<file path="config.mk">
export PLATFORM = sky130hd
export DESIGN_NAME = mem_ctrl_flat
export DESIGN_NICKNAME = d
export VERILOG_FILES = /design/src/rtl/mem_ctrl_pkg.sv /design/src/rtl/mem_ctrl_if.sv /design/src/rtl/mem_ctrl.sv /design/src/flat_wrapper.sv
export SDC_FILE = /design/constraint.sdc
export NUM_CORES = 1
export LEC_CHECK = 0
export ABC_AREA = 1
export BUFFER_PORTS_ARGS = -buffer_cell sky130_fd_sc_hd__buf_4
export CORE_MARGIN = 4
export CORE_UTILIZATION = 45
export CTS_BUF_LIST = sky130_fd_sc_hd__clkbuf_16
export DETAILED_ROUTE_END_ITERATION = 8
export PLACE_DENSITY = 0.69
export SLEW_MARGIN = 30
export SYNTH_ARGS = -nofsm -noshare
export SYNTH_HDL_FRONTEND = slang
export SYNTH_SLANG_ARGS = --single-unit
</file>
<file path="constraint.sdc">
create_clock -name clk -period 4.5 [get_ports clk]
set_input_delay 0 -clock clk [delete_from_list [all_inputs] [get_ports clk]]
set_output_delay 0 -clock clk [all_outputs]
set_load 0.01 [all_outputs]
</file>
<file path="src/rtl/mem_ctrl_pkg.sv">
// Shared types, size codes and state encodings for the unified RAM port controller.
package mem_ctrl_pkg;

  typedef logic [1:0]  mem_size_t;
  typedef logic [7:0]  ram_data_t;
  typedef logic [31:0] inst_t;
  typedef logic [31:0] reg_t;

  localparam mem_size_t SIZE_B = 2'd0;
  localparam mem_size_t SIZE_H = 2'd1;
  localparam mem_size_t SIZE_W = 2'd2;

  localparam logic [1:0] MC_IDLE   = 2'd0;
  localparam logic [1:0] MC_IF_RD  = 2'd1;
  localparam logic [1:0] MC_MEM_RD = 2'd2;
  localparam logic [1:0] MC_MEM_WR = 2'd3;

  // Size code 3 is treated as a full word.
  function automatic logic [2:0] size_to_len(input mem_size_t size);
    case (size)
      SIZE_B:  return 3'd1;
      SIZE_H:  return 3'd2;
      default: return 3'd4;
    endcase
  endfunction

endpackage

</file>
<file path="src/rtl/mem_ctrl_if.sv">
// Bundles the fetch, data and RAM-side signals of the memory controller.
interface mem_ctrl_if
  import mem_ctrl_pkg::*;
#(
  parameter int ADDR_WIDTH = 32
);
  logic                  if_req;
  logic [ADDR_WIDTH-1:0] if_addr;
  logic                  if_flush;
  logic                  if_done;
  inst_t                 if_inst;

  logic                  mem_req;
  logic                  mem_we;
  mem_size_t             mem_size;
  logic [ADDR_WIDTH-1:0] mem_addr;
  reg_t                  mem_wdata;
  logic                  mem_done;
  reg_t                  mem_rdata;

  logic [ADDR_WIDTH-1:0] ram_addr;
  logic                  ram_we;
  ram_data_t             ram_dout;
  ram_data_t             ram_din;

  logic                  busy;

  modport slave (
    input  if_req, if_addr, if_flush, mem_req, mem_we, mem_size, mem_addr, mem_wdata, ram_din,
    output if_done, if_inst, mem_done, mem_rdata, ram_addr, ram_we, ram_dout, busy
  );

  modport master (
    output if_req, if_addr, if_flush, mem_req, mem_we, mem_size, mem_addr, mem_wdata, ram_din,
    input  if_done, if_inst, mem_done, mem_rdata, ram_addr, ram_we, ram_dout, busy
  );

endinterface

</file>
<file path="src/rtl/mem_ctrl.sv">
// Arbitrates the byte-wide RAM port between fetch and MEM, sequencing multi-byte
// accesses one byte per cycle and assembling reads little-endian.
module mem_ctrl
  import mem_ctrl_pkg::*;
#(
  parameter int ADDR_WIDTH = 32
)
(
  input  logic       clk,
  input  logic       reset,
  mem_ctrl_if.slave  bus
);

  logic [1:0]            state_reg;
  logic [2:0]            cnt_reg;
  logic [2:0]            len_reg;
  logic [ADDR_WIDTH-1:0] base_reg;
  reg_t                  wdata_reg;
  reg_t                  rbuf_reg;
  reg_t                  rbuf_merged;
  logic                  if_done_reg;
  logic                  mem_done_reg;
  inst_t                 if_inst_reg;
  reg_t                  mem_rdata_reg;
  logic                  issuing;
  logic                  writing;

  // The byte returning now belongs to the address issued one cycle ago (index cnt-1).
  genvar gi;
  generate
    for (gi = 0; gi < 4; gi++) begin : g_byte
      assign rbuf_merged[gi*8 +: 8] = (cnt_reg == 3'(gi + 1)) ? bus.ram_din
                                                              : rbuf_reg[gi*8 +: 8];
    end
  endgenerate

  assign issuing      = (state_reg != MC_IDLE) && (cnt_reg < len_reg);
  assign writing      = (state_reg == MC_MEM_WR);
  assign bus.ram_addr = issuing ? base_reg + ADDR_WIDTH'(cnt_reg) : '0;
  assign bus.ram_we   = writing;
  assign bus.ram_dout = writing ? wdata_reg[{cnt_reg[1:0], 3'b000} +: 8] : '0;
  assign bus.busy     = (state_reg != MC_IDLE);
  assign bus.if_done  = if_done_reg;
  assign bus.if_inst  = if_inst_reg;
  assign bus.mem_done = mem_done_reg;
  assign bus.mem_rdata = mem_rdata_reg;

  always_ff @(posedge clk or negedge reset) begin
    if (!reset) begin
      state_reg     <= MC_IDLE;
      cnt_reg       <= '0;
      len_reg       <= '0;
      base_reg      <= '0;
      wdata_reg     <= '0;
      rbuf_reg      <= '0;
      if_done_reg   <= 1'b0;
      mem_done_reg  <= 1'b0;
      if_inst_reg   <= '0;
      mem_rdata_reg <= '0;
    end else begin
      if_done_reg  <= 1'b0;
      mem_done_reg <= 1'b0;
      case (state_reg)
        MC_IDLE: begin
          // Holding off while a done pulse is out lets the requester drop req.
          if (!if_done_reg && !mem_done_reg) begin
            if (bus.mem_req) begin
              state_reg <= bus.mem_we ? MC_MEM_WR : MC_MEM_RD;
              len_reg   <= size_to_len(bus.mem_size);
              base_reg  <= bus.mem_addr;
              wdata_reg <= bus.mem_wdata;
              cnt_reg   <= '0;
              rbuf_reg  <= '0;
            end else if (bus.if_req && !bus.if_flush) begin
              state_reg <= MC_IF_RD;
              len_reg   <= 3'd4;
              base_reg  <= bus.if_addr;
              cnt_reg   <= '0;
              rbuf_reg  <= '0;
            end
          end
        end
        MC_IF_RD, MC_MEM_RD: begin
          if (state_reg == MC_IF_RD && bus.if_flush) begin
            state_reg <= MC_IDLE;
            cnt_reg   <= '0;
          end else begin
            if (cnt_reg != 3'd0) begin
              rbuf_reg <= rbuf_merged;
            end
            if (cnt_reg == len_reg) begin
              state_reg <= MC_IDLE;
              cnt_reg   <= '0;
              if (state_reg == MC_IF_RD) begin
                if_inst_reg <= rbuf_merged;
                if_done_reg <= 1'b1;
              end else begin
                mem_rdata_reg <= rbuf_merged;
                mem_done_reg  <= 1'b1;
              end
            end else begin
              cnt_reg <= cnt_reg + 3'd1;
            end
          end
        end
        MC_MEM_WR: begin
          if (cnt_reg == len_reg - 3'd1) begin
            state_reg    <= MC_IDLE;
            cnt_reg      <= '0;
            mem_done_reg <= 1'b1;
          end else begin
            cnt_reg <= cnt_reg + 3'd1;
          end
        end
        default: begin
          state_reg <= MC_IDLE;
          cnt_reg   <= '0;
        end
      endcase
    end
  end

endmodule

</file>
<file path="src/flat_wrapper.sv">
// flat-port wrapper written by rule: the top's interface ports become plain ports
module mem_ctrl_flat import mem_ctrl_pkg::*;
#(
  parameter int ADDR_WIDTH = 32
)
  (clk, reset, bus_if_req, bus_if_addr, bus_if_flush, bus_mem_req, bus_mem_we, bus_mem_size, bus_mem_addr, bus_mem_wdata, bus_ram_din, bus_if_done, bus_if_inst, bus_mem_done, bus_mem_rdata, bus_ram_addr, bus_ram_we, bus_ram_dout, bus_busy);
  mem_ctrl_if #(.ADDR_WIDTH(ADDR_WIDTH)) bus_i ();
  input  logic clk;
  input  logic reset;
  input wire logic [$bits(bus_i.if_req)-1:0] bus_if_req;
  input wire logic [$bits(bus_i.if_addr)-1:0] bus_if_addr;
  input wire logic [$bits(bus_i.if_flush)-1:0] bus_if_flush;
  input wire logic [$bits(bus_i.mem_req)-1:0] bus_mem_req;
  input wire logic [$bits(bus_i.mem_we)-1:0] bus_mem_we;
  input wire logic [$bits(bus_i.mem_size)-1:0] bus_mem_size;
  input wire logic [$bits(bus_i.mem_addr)-1:0] bus_mem_addr;
  input wire logic [$bits(bus_i.mem_wdata)-1:0] bus_mem_wdata;
  input wire logic [$bits(bus_i.ram_din)-1:0] bus_ram_din;
  output wire logic [$bits(bus_i.if_done)-1:0] bus_if_done;
  output wire logic [$bits(bus_i.if_inst)-1:0] bus_if_inst;
  output wire logic [$bits(bus_i.mem_done)-1:0] bus_mem_done;
  output wire logic [$bits(bus_i.mem_rdata)-1:0] bus_mem_rdata;
  output wire logic [$bits(bus_i.ram_addr)-1:0] bus_ram_addr;
  output wire logic [$bits(bus_i.ram_we)-1:0] bus_ram_we;
  output wire logic [$bits(bus_i.ram_dout)-1:0] bus_ram_dout;
  output wire logic [$bits(bus_i.busy)-1:0] bus_busy;
  assign bus_i.if_req = bus_if_req;
  assign bus_i.if_addr = bus_if_addr;
  assign bus_i.if_flush = bus_if_flush;
  assign bus_i.mem_req = bus_mem_req;
  assign bus_i.mem_we = bus_mem_we;
  assign bus_i.mem_size = bus_mem_size;
  assign bus_i.mem_addr = bus_mem_addr;
  assign bus_i.mem_wdata = bus_mem_wdata;
  assign bus_i.ram_din = bus_ram_din;
  assign bus_if_done = bus_i.if_done;
  assign bus_if_inst = bus_i.if_inst;
  assign bus_mem_done = bus_i.mem_done;
  assign bus_mem_rdata = bus_i.mem_rdata;
  assign bus_ram_addr = bus_i.ram_addr;
  assign bus_ram_we = bus_i.ram_we;
  assign bus_ram_dout = bus_i.ram_dout;
  assign bus_busy = bus_i.busy;
  mem_ctrl #(.ADDR_WIDTH(ADDR_WIDTH)) u_core (.clk(clk), .reset(reset), .bus(bus_i));
endmodule
</file>
=== After elaboration in Yosys (flattened, before gate mapping) ===
Index checks and enable logic that the tools add are counted.

* Register bits: 170
* Input bits: 112
* Output and inout bits: 108
* Word-level logic and storage cells: 95

* Add/sub/neg operators: 3
* Order comparisons: 1
* Equal/unequal tests: 16
* Shift-type cells: 1
* Mux-type cells: 41
* Bitwise gates (word level): 2
* Reduce and logical (&&, ||, !) cells: 21

{| class="wikitable"
|+ Operators with widths
! operator !! count
|-
| 2-to-1 mux 32 bit || 8
|-
| case mux 32 bit (2 select lines) || 1
|-
| 2-to-1 mux 8 bit || 5
|-
| adder 32 x 3 -> 32 bit || 1
|-
| variable part select 32 x 6 -> 8 bit || 1
|-
| 2-to-1 mux 3 bit || 8
|-
| 2-to-1 mux 2 bit || 6
|-
| AND reduction 4 bit || 3
|-
| 2-to-1 mux 1 bit || 9
|-
| case mux 3 bit (3 select lines) || 1
|-
| equality test 3 x 2 -> 1 bit, second input constant || 2
|-
| equality test 3 bit || 2
|-
| case mux 2 bit (3 select lines) || 1
|-
| case mux 3 bit (2 select lines) || 1
|-
| AND reduction 3 bit || 2
|-
| nonzero test 2 bit || 3
|-
| AND reduction 5 bit || 1
|-
| equality test 2 x 1 -> 1 bit, second input constant || 2
|-
| equality test 2 bit, second input constant || 2
|-
| logical AND 1 bit || 4
|-
| logical NOT 2 bit || 2
|-
| != test 2 x 1 -> 1 bit, second input constant || 2
|-
| != test 2 bit, second input constant || 2
|-
| adder 3 x 1 -> 3 bit, second input constant || 1
|-
| 12 further kinds || 15
|}

=== Longest topological paths before layout ===
Gate-level depths: netlist of the first run.

* Word-level depth: 6
* Gate-level depth with buffers: 12
* Gate-level depth less buffers: 12

=== Least setup slack after synthesis of the first run ===
No wires, ideal clock.

* Kind: reg-to-output
* Start: register u_core.cnt_reg[1]
* End: output port bus_ram_addr[22]
* Arrival: 2.212 ns
* Data required time: 4.500 ns
* Setup slack: 2.288 ns
* Stages on the path, launching flop included: 13
* Buffers on the path: 1
* Path through: dfrtp_1 buf_2 clkinv_1 fa_1 inv_1 nand3_1 nand2_1 nand2_1 nor2_1 nand2_1 nand2_1 nand2_1 nor2_1

* Word-level cells in the longest chain between the ends: 3
* Elaborated cells on any way between the ends: 4
* Those cells by class: add/sub (1); order compare (1); mux (1); reduce/logical (1)

{| class="wikitable"
|+ RTL lines
! what !! line !! RTL
|-
| from (decl) || mem_ctrl.sv:15 || <nowiki>logic [2:0] cnt_reg;</nowiki>
|-
| from (signal assigned) || mem_ctrl.sv:102 || <nowiki>cnt_reg <= cnt_reg + 3'd1;</nowiki>
|-
| from (signal assigned) || mem_ctrl.sv:112 || <nowiki>cnt_reg <= cnt_reg + 3'd1;</nowiki>
|-
| branches (longest 2 deep; another with adder 32 x 3 -> 32 bit) || -- ||
|-
| 2-to-1 mux 32 bit (*) || mem_ctrl.sv:39 || <nowiki>assign bus.ram_addr = issuing ? base_reg + ADDR_WIDTH'(cnt_reg) : '0;</nowiki>
|-
| to (decl) || flat_wrapper.sv:23 || <nowiki>output wire logic [$bits(bus_i.ram_addr)-1:0] bus_ram_addr;</nowiki>
|}

Every way passes the cells marked *.

=== Final worst setup path of the first run ===
* Start: register u_core.state_reg[1]
* End: register u_core.len_reg[0]

* Word-level cells in the longest chain between the ends: 2

{| class="wikitable"
|+ RTL lines
! what !! line !! RTL
|-
| from (decl) || mem_ctrl.sv:14 || <nowiki>logic [1:0] state_reg;</nowiki>
|-
| from (signal assigned) || mem_ctrl.sv:68 || <nowiki>state_reg <= bus.mem_we ? MC_MEM_WR : MC_MEM_RD;</nowiki>
|-
| logical NOT 2 bit || mem_ctrl.sv:63 || <nowiki>case (state_reg)</nowiki>
|-
| AND reduction 3 bit (no source line) || -- ||
|-
| to (signal assigned) || mem_ctrl.sv:69 || <nowiki>len_reg <= size_to_len(bus.mem_size);</nowiki>
|-
| to (decl) || mem_ctrl.sv:16 || <nowiki>logic [2:0] len_reg;</nowiki>
|}

Every way passes these cells.
A chain may end at the register's enable or synchronous reset.

==> summary.md, run 1 <==
| Metric | Value |
|---|---|
| Filler instances | `1653` |
| Kind of end point of the critical path | `flip-flop` |
| Routed wire length | `25.2 mm` |
| Largest fanout on the critical path | `34` |
| Final Cycle Share | `76.5%` |
| Synthesized cell area | `0.00883 mm^2` |
| Worst reg2reg path depth | `8` |
| Clock tree buffer depth | `2` |
| Vias in the first global route | `8294` |
| RSZ-0062 raised after global routing | `false` |
| Cells after Synth | `1096` |
| Critical path type | `flip-flop to flip-flop` |
| Top_reg_cell synth | `dfrtp_1` |
| Overflow after GRT | `0` |
| Overall Power | `7.02 mW` |
| Final Setup Violations | `0` |
| Clk root buf | `clkbuf_16` |
| DRC Markers | `0` |
| Port bufs | `219` |
| Startpoint types | `flip-flop` |
| Area Growth Syn to Fin | `39.1%` |
| Sink Count | `170` |
| Post-Place Cells | `1535` |
| VDD IR max | `0.338 mV` |
| Distinct cells, synth | `34` |
| Reg2reg start | `u_core.state_reg[1]` |
| Yosys Warn Count | `0` |
| Ports | `220` |
| Clock transition at path regs | `0.07 ns` |
| Max_cap viols | `0` |
| Final HPWL DP | `17.3 mm` |
| Largest net degree at the start of global routing | `92` |
| Async set-reset flop share out of synthesis | `100%` |
| Synth top cells by count | `355 x nand2_1, 170 x dfrtp_1, 125 x o21ai_0, 123 x nor2_1, 93 x inv_1` |
| Min-Delay Path Depth | `5` |
| Num CTS Buffers | `17` |
| Via-to-Cell Ratio | `4.97` |
| Min-Delay Startpoint | `bus_mem_addr[4]` |
| R2R setup slack | `1.06 ns` |
| Setup TNS Final | `0 ns` |
| Final hold vios | `0` |
| Area leader, netlist | `dfrtp_1` |
| Mapped Avg Cell Area | `8.06 um^2` |
| Final Slew Violations | `0` |
| Via count | `8294` |
| Rel. slew slack | `41.2%` |
| Worst-Skew Late Latency | `0.43 ns` |
| Final Non-Filler Cells | `1668` |
| Rows | `50` |
| CP arrival | `3.81 ns` |
| Wire length per cell | `15.1 um` |
| Highest clock rate | `0.290 GHz` |
| Synthesized Nets | `1225` |
| H-tree depth | `4` |
| Critical path required time | `4.86 ns` |
| Reg-to-reg endpoint | `u_core.len_reg[0]` |
| First-pass GRT wire length | `41.3 mm` |
| Layout cells sized above 1 | `23.5%` |
| Worst hold-check path type | `input port to flip-flop` |
| GPL Wtd Cong | `0.932` |
| Status | `complete, no violations` |
| Core area | `0.0190 mm^2` |
| Top-count cell post-synth | `nand2_1` |
| Pre-CTS WS | `1.61 ns` |
| Worst-margin pin slew | `0.880 ns` |
| Crit path setup slack, layout | `1.06 ns` |
| Clock Skews | `0.0121 ns` |
| LEAKAGE | `6.20 nW` |
| Cell Pwr Density | `572 mW/mm^2` |
| Worst Hold Path EP | `u_core.base_reg[4]` |
| DIE AREA | `0.0219 mm^2` |
| Crit. Startpoint | `u_core.state_reg[1]` |
| CTS tree | `built` |
| Post-cts sizing count | `0` |
| DIE HEIGHT | `148 um` |
| Multi-input gate area | `0.00396 mm^2` |
| Period minus WS final | `3.44 ns` |
| First-pass iteration count of the detailed router | `5` |
| Die W | `148 um` |
| Total area of sequential cells | `0.00425 mm^2` |
| Area contributors post-synth | `dfrtp_1 48%, nand2_1 15%, mux2_2 7.7%` |
| Total global routing track utilization | `23.2%` |
| Post-route antenna net violation count | `0` |
| Iter 0 DRT Violations | `547` |
| Initial core utilization | `46.4%` |
| Layout Utilization | `64.6%` |
| Post-synth top area share | `48.2%` |
| Post-synth EDFFs | `0` |
| Nets | `1524` |
| Antenna violations before repair | `1` |
| Sequential-to-total area share from yosys stat | `48.2%` |
| Yosys reg bits | `170` |
[kinds of logic (layout without fill, tap and decap cells)]
family | count (synthesis) | after routing | share of synthesized area, %
simple gates | 509 | 509 | 22.5
other cells | 0 | 1 | 0
compound gates | 188 | 188 | 11.4
buf+inv | 147 | 458 | 7.17
xor+xnor | 1 | 1 | 0.0992
mux | 64 | 64 | 8.16
fa+ha+maj | 17 | 17 | 2.49
flops | 170 | 170 | 48.2
[timing repair]
action,in CTS,in global routing
setup endpoints to repair,0,0
hold buffers,101,0
buffers inserted,0,0
hold endpoints to repair,148,0
[worst max-delay path, stage by stage, from the launching register on]
cell           delay (ns)
dfrtp_1              0.39
inv_1                0.10
ha_1                 0.34
nand2_1              0.13
nor2_2               0.13
buf_4                0.31
clkinv_1             0.77
o32ai_1              0.58
dlygate4sd3_1        0.60
[final cells by class]
class,count,area share [%]
flip-flops and latches,170,34.6
multi-input cells,779,32.2
inverters,99,3.03
clock buffers,17,3.46
clock inverters,14,1.55
diodes,1,0.0204
well taps,260,2.65
repair buffers,328,22.4
[how the worst max path moves through the flow]
| stage | endpoint | slack, ns | cells after the start |
|---|---|---|---|
| 6_report | u_core.len_reg[0] | 1.06 | 8 |
| 2_1_floorplan | bus_ram_addr[22] | 2.29 | 12 |
| 4_1_cts | bus_ram_addr[14] | 1.13 | 10 |
| 3_3_place_gp | bus_ram_addr[22] | 1.69 | 12 |
| 5_1_grt | u_core.len_reg[0] | 0.75 | 8 |
| 3_5_place_dp | bus_ram_addr[14] | 1.61 | 10 |
[per-stage QoR]
step | hold slack [ns] | instance area, um^2
6_report | 0.0239 | 12300
3_3_place_gp | 0.0804 | 10600
5_1_grt | 0.0449 | 12300
2_1_floorplan | -0.296 | 8830
4_1_cts | 0.00729 | 12300
3_5_place_dp | 0.0821 | 10600
[routing by layer]
metal,share of wire [%],GRT usage (%),up-vias
met5,0,0,-
met4,1.9,6.61,0
met3,5.7,3.56,36
met2,47,37.8,263
met1,46,32.4,3891
li1,-,-,4104
[where the power goes]
group,switching (mW),internal (mW),total (mW)
clock network,0.650,0.888,1.54
logic,1.83,1.27,3.10
registers,0.358,2.03,2.39
[cell usage in the layout (no fill, tap or decap), types with 2 or more instances in the layout]
master / instances
nand3_1: 18
a21oi_1: 32
o21ai_0: 125
mux2_1: 4
nand3_2: 2
clkbuf_16: 17
nand2_1: 355
inv_6: 3
dfrtp_1: 170
o211ai_1: 23
nor2_1: 123
inv_2: 3
bufinv_16: 3
clkinv_2: 2
ha_1: 16
inv_1: 93
buf_4: 224
o21ai_1: 4
inv_8: 2
nand4_1: 3
dlygate4sd3_1: 101
clkinv_1: 3
mux2_2: 60
nor2_4: 2
clkinv_4: 2
Power figures use the tool's default switching activity.
==> run 2: changes to the inputs <==
- PLACE_DENSITY: 0.69 -> 0.72
- clock period: 4.5 -> 2.9 ns (I/O delays scaled with it)
==> run 2 against run 1 <==
Effect of this change: non-clock buffer count grew 8; largest cell class unchanged; total power is 53% higher; die area unchanged; global-route usage increased by 0.71 points; sequential cell count stayed put.
==> summary.md, run 2 (same netlist as run 1, synthesis figures left out) <==
| Metric | Value |
|---|---|
| Period minus WS final | `2.59 ns` |
| Die W | `148 um` |
| Nets | `1532` |
| Fin Hold WS | `0.0205 ns` |
| Largest net degree at the start of global routing | `90` |
| GPL Wtd Cong | `0.941` |
| DIE AREA | `0.0219 mm^2` |
| Worst hold-check path type | `input port to flip-flop` |
| Via count | `8384` |
| Overflow after GRT | `0` |
| Top Layer Used | `met4` |
| Comb power frac | `45.4%` |
| Reg-to-reg endpoint | `u_core.base_reg[25]` |
| Vias in the first global route | `8446` |
| Critical path required time | `3.23 ns` |
| Port bufs | `219` |
| CTS tree | `built` |
| Reg2reg start | `u_core.state_reg[0]` |
| Iter 0 DRT Violations | `521` |
| Initial core utilization | `46.4%` |
| Highest clock rate | `0.385 GHz` |
| Setup TNS Final | `0 ns` |
| Min-Delay Path Depth | `5` |
| Status | `complete, no violations` |
| Design Area, Final | `0.0123 mm^2` |
| Sink Count | `170` |
| Startpoint types | `flip-flop` |
| Worst reg2reg path depth | `8` |
| Wire length per cell | `15.4 um` |
| Final HPWL DP | `17.2 mm` |
| Clock Skews | `0.0132 ns` |
| Switching pwr | `4.41 mW` |
| Layout cells sized above 1 | `23.9%` |
| Clock tree buffer depth | `2` |
| Commonest non-fill, non-tap cell in the layout | `nand2_1` |
| Final Cycle Share | `89.5%` |
| Crit. Startpoint | `u_core.state_reg[0]` |
| Sequential share of power | `34.5%` |
| Rel. slew slack | `43.7%` |
| Area Growth Syn to Fin | `38.9%` |
| Final Setup Violations | `0` |
| Via-to-Cell Ratio | `5.00` |
| DIE HEIGHT | `148 um` |
| R2R setup slack | `0.31 ns` |
| Post-route antenna net violation count | `0` |
| Core area | `0.0190 mm^2` |
| DRC Markers | `0` |
| Num CTS Buffers | `17` |
| Clock transition at path regs | `0.06 ns` |
| Clock power frac | `20.0%` |
| Rows | `50` |
| Clk root buf | `clkbuf_16` |
| Largest fanout on the critical path | `28` |
| First-pass GRT wire length | `42.5 mm` |
| Placed Area | `0.0107 mm^2` |
| Most frequent cells in the layout | `355 x nand2_1, 232 x buf_4, 169 x dfrtp_1` |
| VDD IR max | `0.565 mV` |
| Min-Delay Startpoint | `bus_mem_addr[1]` |
| Worst Hold Path EP | `u_core.base_reg[1]` |
| Switch share | `41.1%` |
| Worst-Skew Late Latency | `0.42 ns` |
| First-pass iteration count of the detailed router | `5` |
| Met2 WL | `12.3 mm` |
| Metal3 WL | `1.62 mm` |
| Final hold vios | `0` |
| Pint | `6.33 mW` |
| Cell Pwr Density | `876 mW/mm^2` |
| Worst-margin pin slew | `0.844 ns` |
| Routed wire length | `25.9 mm` |
| Max_cap viols | `0` |
| RSZ-0062 raised after global routing | `false` |
| Final Slew Violations | `0` |
| Total global routing track utilization | `23.9%` |
| Layout Utilization | `64.5%` |
| Critical path type | `flip-flop to flip-flop` |
| Ports | `220` |
| CP arrival | `2.93 ns` |
| Wl on met1 | `11.4 mm` |
| LEAKAGE | `6.20 nW` |
| Ant diodes | `0` |
| Setup bufs post-CTS | `0` |
| Kind of end point of the critical path | `flip-flop` |
| Antenna violations before repair | `0` |
| H-tree depth | `4` |
-- run 2: cell count changes in the layout (fill, tap and decap cells not counted), moves of 2 or more --
cell        change
clkinv_4        -2
bufinv_16       -2
clkinv_2        +2
buf_4           +8
clkinvlp_4      +3
inv_1           +2
-- run 2: cell type report --
class / count / area [um^2]
timing repair buffer: 336 / 2800
fill: 1624 / 6750
multi-input combinational: 779 / 3960
inverter: 99 / 372
clock inverter: 15 / 125
sequential: 170 / 4260
tap: 260 / 325
clock buffer: 17 / 425
-- run 2: how the worst max path moves through the flow --
stage                               end  slack, ns  cells past startpoint
floorplan              bus_ram_addr[22]       0.69                     12
global placement       bus_ram_addr[22]       0.71                     12
detailed placement     bus_ram_addr[14]       0.66                     10
CTS                    bus_ram_addr[14]       0.20                     10
global route           bus_ram_addr[16]       0.08                     13
finish              u_core.base_reg[25]       0.31                      8
-- run 2: repair_timing --
item,4_1_cts,5_1_grt
endpoints found under the setup margin,0,4
hold buffers,101,0
hold endpoints to repair,155,0
resized for setup,0,3
-- run 2: worst max-delay path, cell delays in order (launching register included) --
cell           delay, ns
dfrtp_1             0.43
inv_1               0.08
ha_1                0.33
inv_2               0.11
nor2_4              0.49
buf_12              0.25
o211ai_1            0.11
dlygate4sd3_1       0.60
o21ai_0             0.09
-- run 2: stage by stage --
| step | setup slack, ns | power (mW) | cells |
|---|---|---|---|
| detailed placement | 0.656 | 8.34 | 1543 |
| floorplan | 0.688 | 6.57 | 1096 |
| CTS | 0.201 | 10.8 | 1676 |
| global placement | 0.706 | 8.25 | 1543 |
| finish | 0.305 | 10.7 | 1676 |
| global route | 0.0809 | 11.6 | 1676 |
-- run 2: power by group through the flow --
stage / clock network [mW] / logic (mW) / registers [mW]
floorplan: 0 / 2.90 / 3.67
global placement: 0 / 4.54 / 3.71
detailed placement: 0 / 4.61 / 3.72
CTS: 2.19 / 4.87 / 3.69
global route: 2.31 / 5.45 / 3.81
finish: 2.15 / 4.88 / 3.71
-- run 2: layer usage --
layer	vias to the layer above	track usage [%]
li1	4120	-
met1	3960	32.0
met2	268	39.6
met3	36	5.09
met4	0	6.74
met5	-	0
==> run 3: changes to the inputs <==
- BUFFER_PORTS_ARGS: -buffer_cell sky130_fd_sc_hd__buf_4 -> unset
- DONT_BUFFER_PORTS: unset -> 1
- PLACE_DENSITY: 0.72 -> unset
- clock period: 2.9 -> 2.7 ns (I/O delays scaled with it)
==> run 3 against run 2 <==
Effect of this change: count of clock-buffer cells in the layout unchanged; worst hold slack worse by 0.75 ns; critical path depth rose by 3; wire length decreased by 10%; highest routed layer unchanged; the flow now finishes with violations (hold timing).
==> summary.md, run 3 (same netlist as run 1, synthesis figures left out) <==
| Metric | Value |
|---|---|
| Area Growth Syn to Fin | `22.2%` |
| Startpoint types | `flip-flop` |
| Most common cell on crit path | `nand2_1` |
| Crit. Startpoint | `u_core.cnt_reg[1]` |
| RSZ-0062 raised after global routing | `true` |
| Antenna violations before repair | `0` |
| Setup TNS Final | `0 ns` |
| GPL Wtd Cong | `0.862` |
| First-pass GRT wire length | `37.7 mm` |
| CTS hold repair buffers | `102` |
| Fin Hold WS | `-0.729 ns` |
| CP arrival | `2.52 ns` |
| Status | `finished with violations` |
| Initial core utilization | `46.4%` |
| Clock Skews | `0.0128 ns` |
| Cell Pwr Density | `1010 mW/mm^2` |
| Nets | `1324` |
| Final hold vios | `170` |
| Largest net degree at the start of global routing | `171` |
| Ports | `220` |
| Routed wire length | `23.2 mm` |
| DRC Markers | `0` |
| CP peak stage delay | `0.45 ns` |
| Layout cells sized above 1 | `11.2%` |
| Clock tree buffer depth | `2` |
| Wire length per cell | `15.8 um` |
| Pre-CTS WS | `0.526 ns` |
| Largest fanout on the critical path | `9` |
| Worst-margin pin slew | `0.577 ns` |
| Metal3 WL | `1.69 mm` |
| CP endpoint | `bus_ram_addr[29]` |
| Final Cycle Share | `93.2%` |
| Final Setup Violations | `0` |
| Cell-by-cell trace of the critical path | `buf_4 -> ha_1 -> nand2_1 -> nand2_1 -> nand3_1 -> nor2_1 -> nand2_1 -> nand2_1 -> nand2_1 -> nor2_1 -> buf_4` |
| Met2 WL | `10.4 mm` |
| Worst hold-check path type | `input port to asynchronous set/reset pin` |
| Final HPWL DP | `15.6 mm` |
| R2R setup slack | `0.18 ns` |
| DIE AREA | `0.0219 mm^2` |
| VDD IR max | `0.667 mV` |
| Critical path required time | `2.70 ns` |
| Port bufs | `0` |
| Max_cap viols | `0` |
| Final Slew Violations | `0` |
| First-pass iteration count of the detailed router | `5` |
| Rows | `50` |
| Clk root buf | `clkbuf_16` |
| Total global routing track utilization | `21.4%` |
| Worst-Skew Late Latency | `0.42 ns` |
| Crit path setup slack, layout | `0.183 ns` |
| Most frequent cells in the layout | `355 x nand2_1, 169 x dfrtp_1, 125 x o21ai_0` |
| DIE HEIGHT | `148 um` |
| Design Area, Final | `0.0108 mm^2` |
| Num CTS Buffers | `17` |
| Period minus WS final | `2.52 ns` |
| Critical path type | `flip-flop to output port` |
| Failing checks | `hold timing` |
| Wl on met1 | `10.5 mm` |
| Critical-path top delay cell | `dfrtp_2` |
| Reg2reg start | `u_core.state_reg[1]` |
| Kind of end point of the critical path | `output port` |
| Highest clock rate | `0.397 GHz` |
| Core area | `0.0190 mm^2` |
| Rel. slew slack | `61.5%` |
| H-tree depth | `4` |
| Die W | `148 um` |
| LEAKAGE | `5.17 nW` |
| Ant diodes | `0` |
| Overflow after GRT | `0` |
| Reg-to-reg endpoint | `u_core.len_reg[0]` |
| Post-route antenna net violation count | `0` |
| Top Layer Used | `met4` |
| Placed Area | `0.00915 mm^2` |
| Commonest non-fill, non-tap cell in the layout | `nand2_1` |
| Via count | `7416` |
| Worst reg2reg path depth | `7` |
| Vias in the first global route | `7338` |
| Clock transition at path regs | `0.07 ns` |
| CTS tree | `built` |
| Via-to-Cell Ratio | `5.05` |
| Sink Count | `170` |
| Iter 0 DRT Violations | `470` |
run 3: worst max-delay path, delay by kind of cell (launching register included):
kind | cells | cell delay [ns]
simple gates | 8 | 1.05
flops | 1 | 0.45
buf+inv | 2 | 0.33
fa+ha+maj | 1 | 0.27
run 3: what timing repair did:
item / CTS / global route
resized for setup: 0 / 8
buffers inserted: 0 / 0
endpoints found under the setup margin: 0 / 14
hold endpoints to repair: 240 / 170
run 3: layer usage:
metal	track usage (%)	vias to the layer above
met4	6.37	0
met3	5.70	33
met2	33.2	234
met1	29.5	3438
li1	-	3711
met5	0	-
run 3: worst min path at each step:
stage | start | to | cells past startpoint
after floorplan | reset | u_core.base_reg[0] | 0
after global placement | reset | u_core.base_reg[20] | 0
after detailed placement | reset | u_core.base_reg[19] | 0
after CTS | reset | u_core.base_reg[19] | 0
after global routing | reset | u_core.base_reg[19] | 0
final | reset | u_core.base_reg[15] | 0
run 3: layout make-up:
type | count | area [um^2]
repair buffers | 128 | 1280
inverters | 99 | 372
well taps | 260 | 325
multi-input cells | 779 | 3970
fillers | 1773 | 8230
clock buffers | 17 | 425
clock inverters | 15 | 161
flip-flops and latches | 170 | 4260
run 3: per-stage QoR:
stage / util (%) / instances / power [mW]
2_1_floorplan: - / 1096 / 7.06
3_3_place_gp: 48.1 / 1334 / 8.18
3_5_place_dp: 48.1 / 1334 / 8.24
4_1_cts: 56.6 / 1468 / 11.0
5_1_grt: 56.7 / 1468 / 11.8
6_report: 56.7 / 1468 / 10.9
run 3: report_power, final:
group | switching (mW) | internal, mW
clock | 1.07 | 1.38
sequential | 0.729 | 3.38
combinational | 2.70 | 1.64
total | 4.50 | 6.40
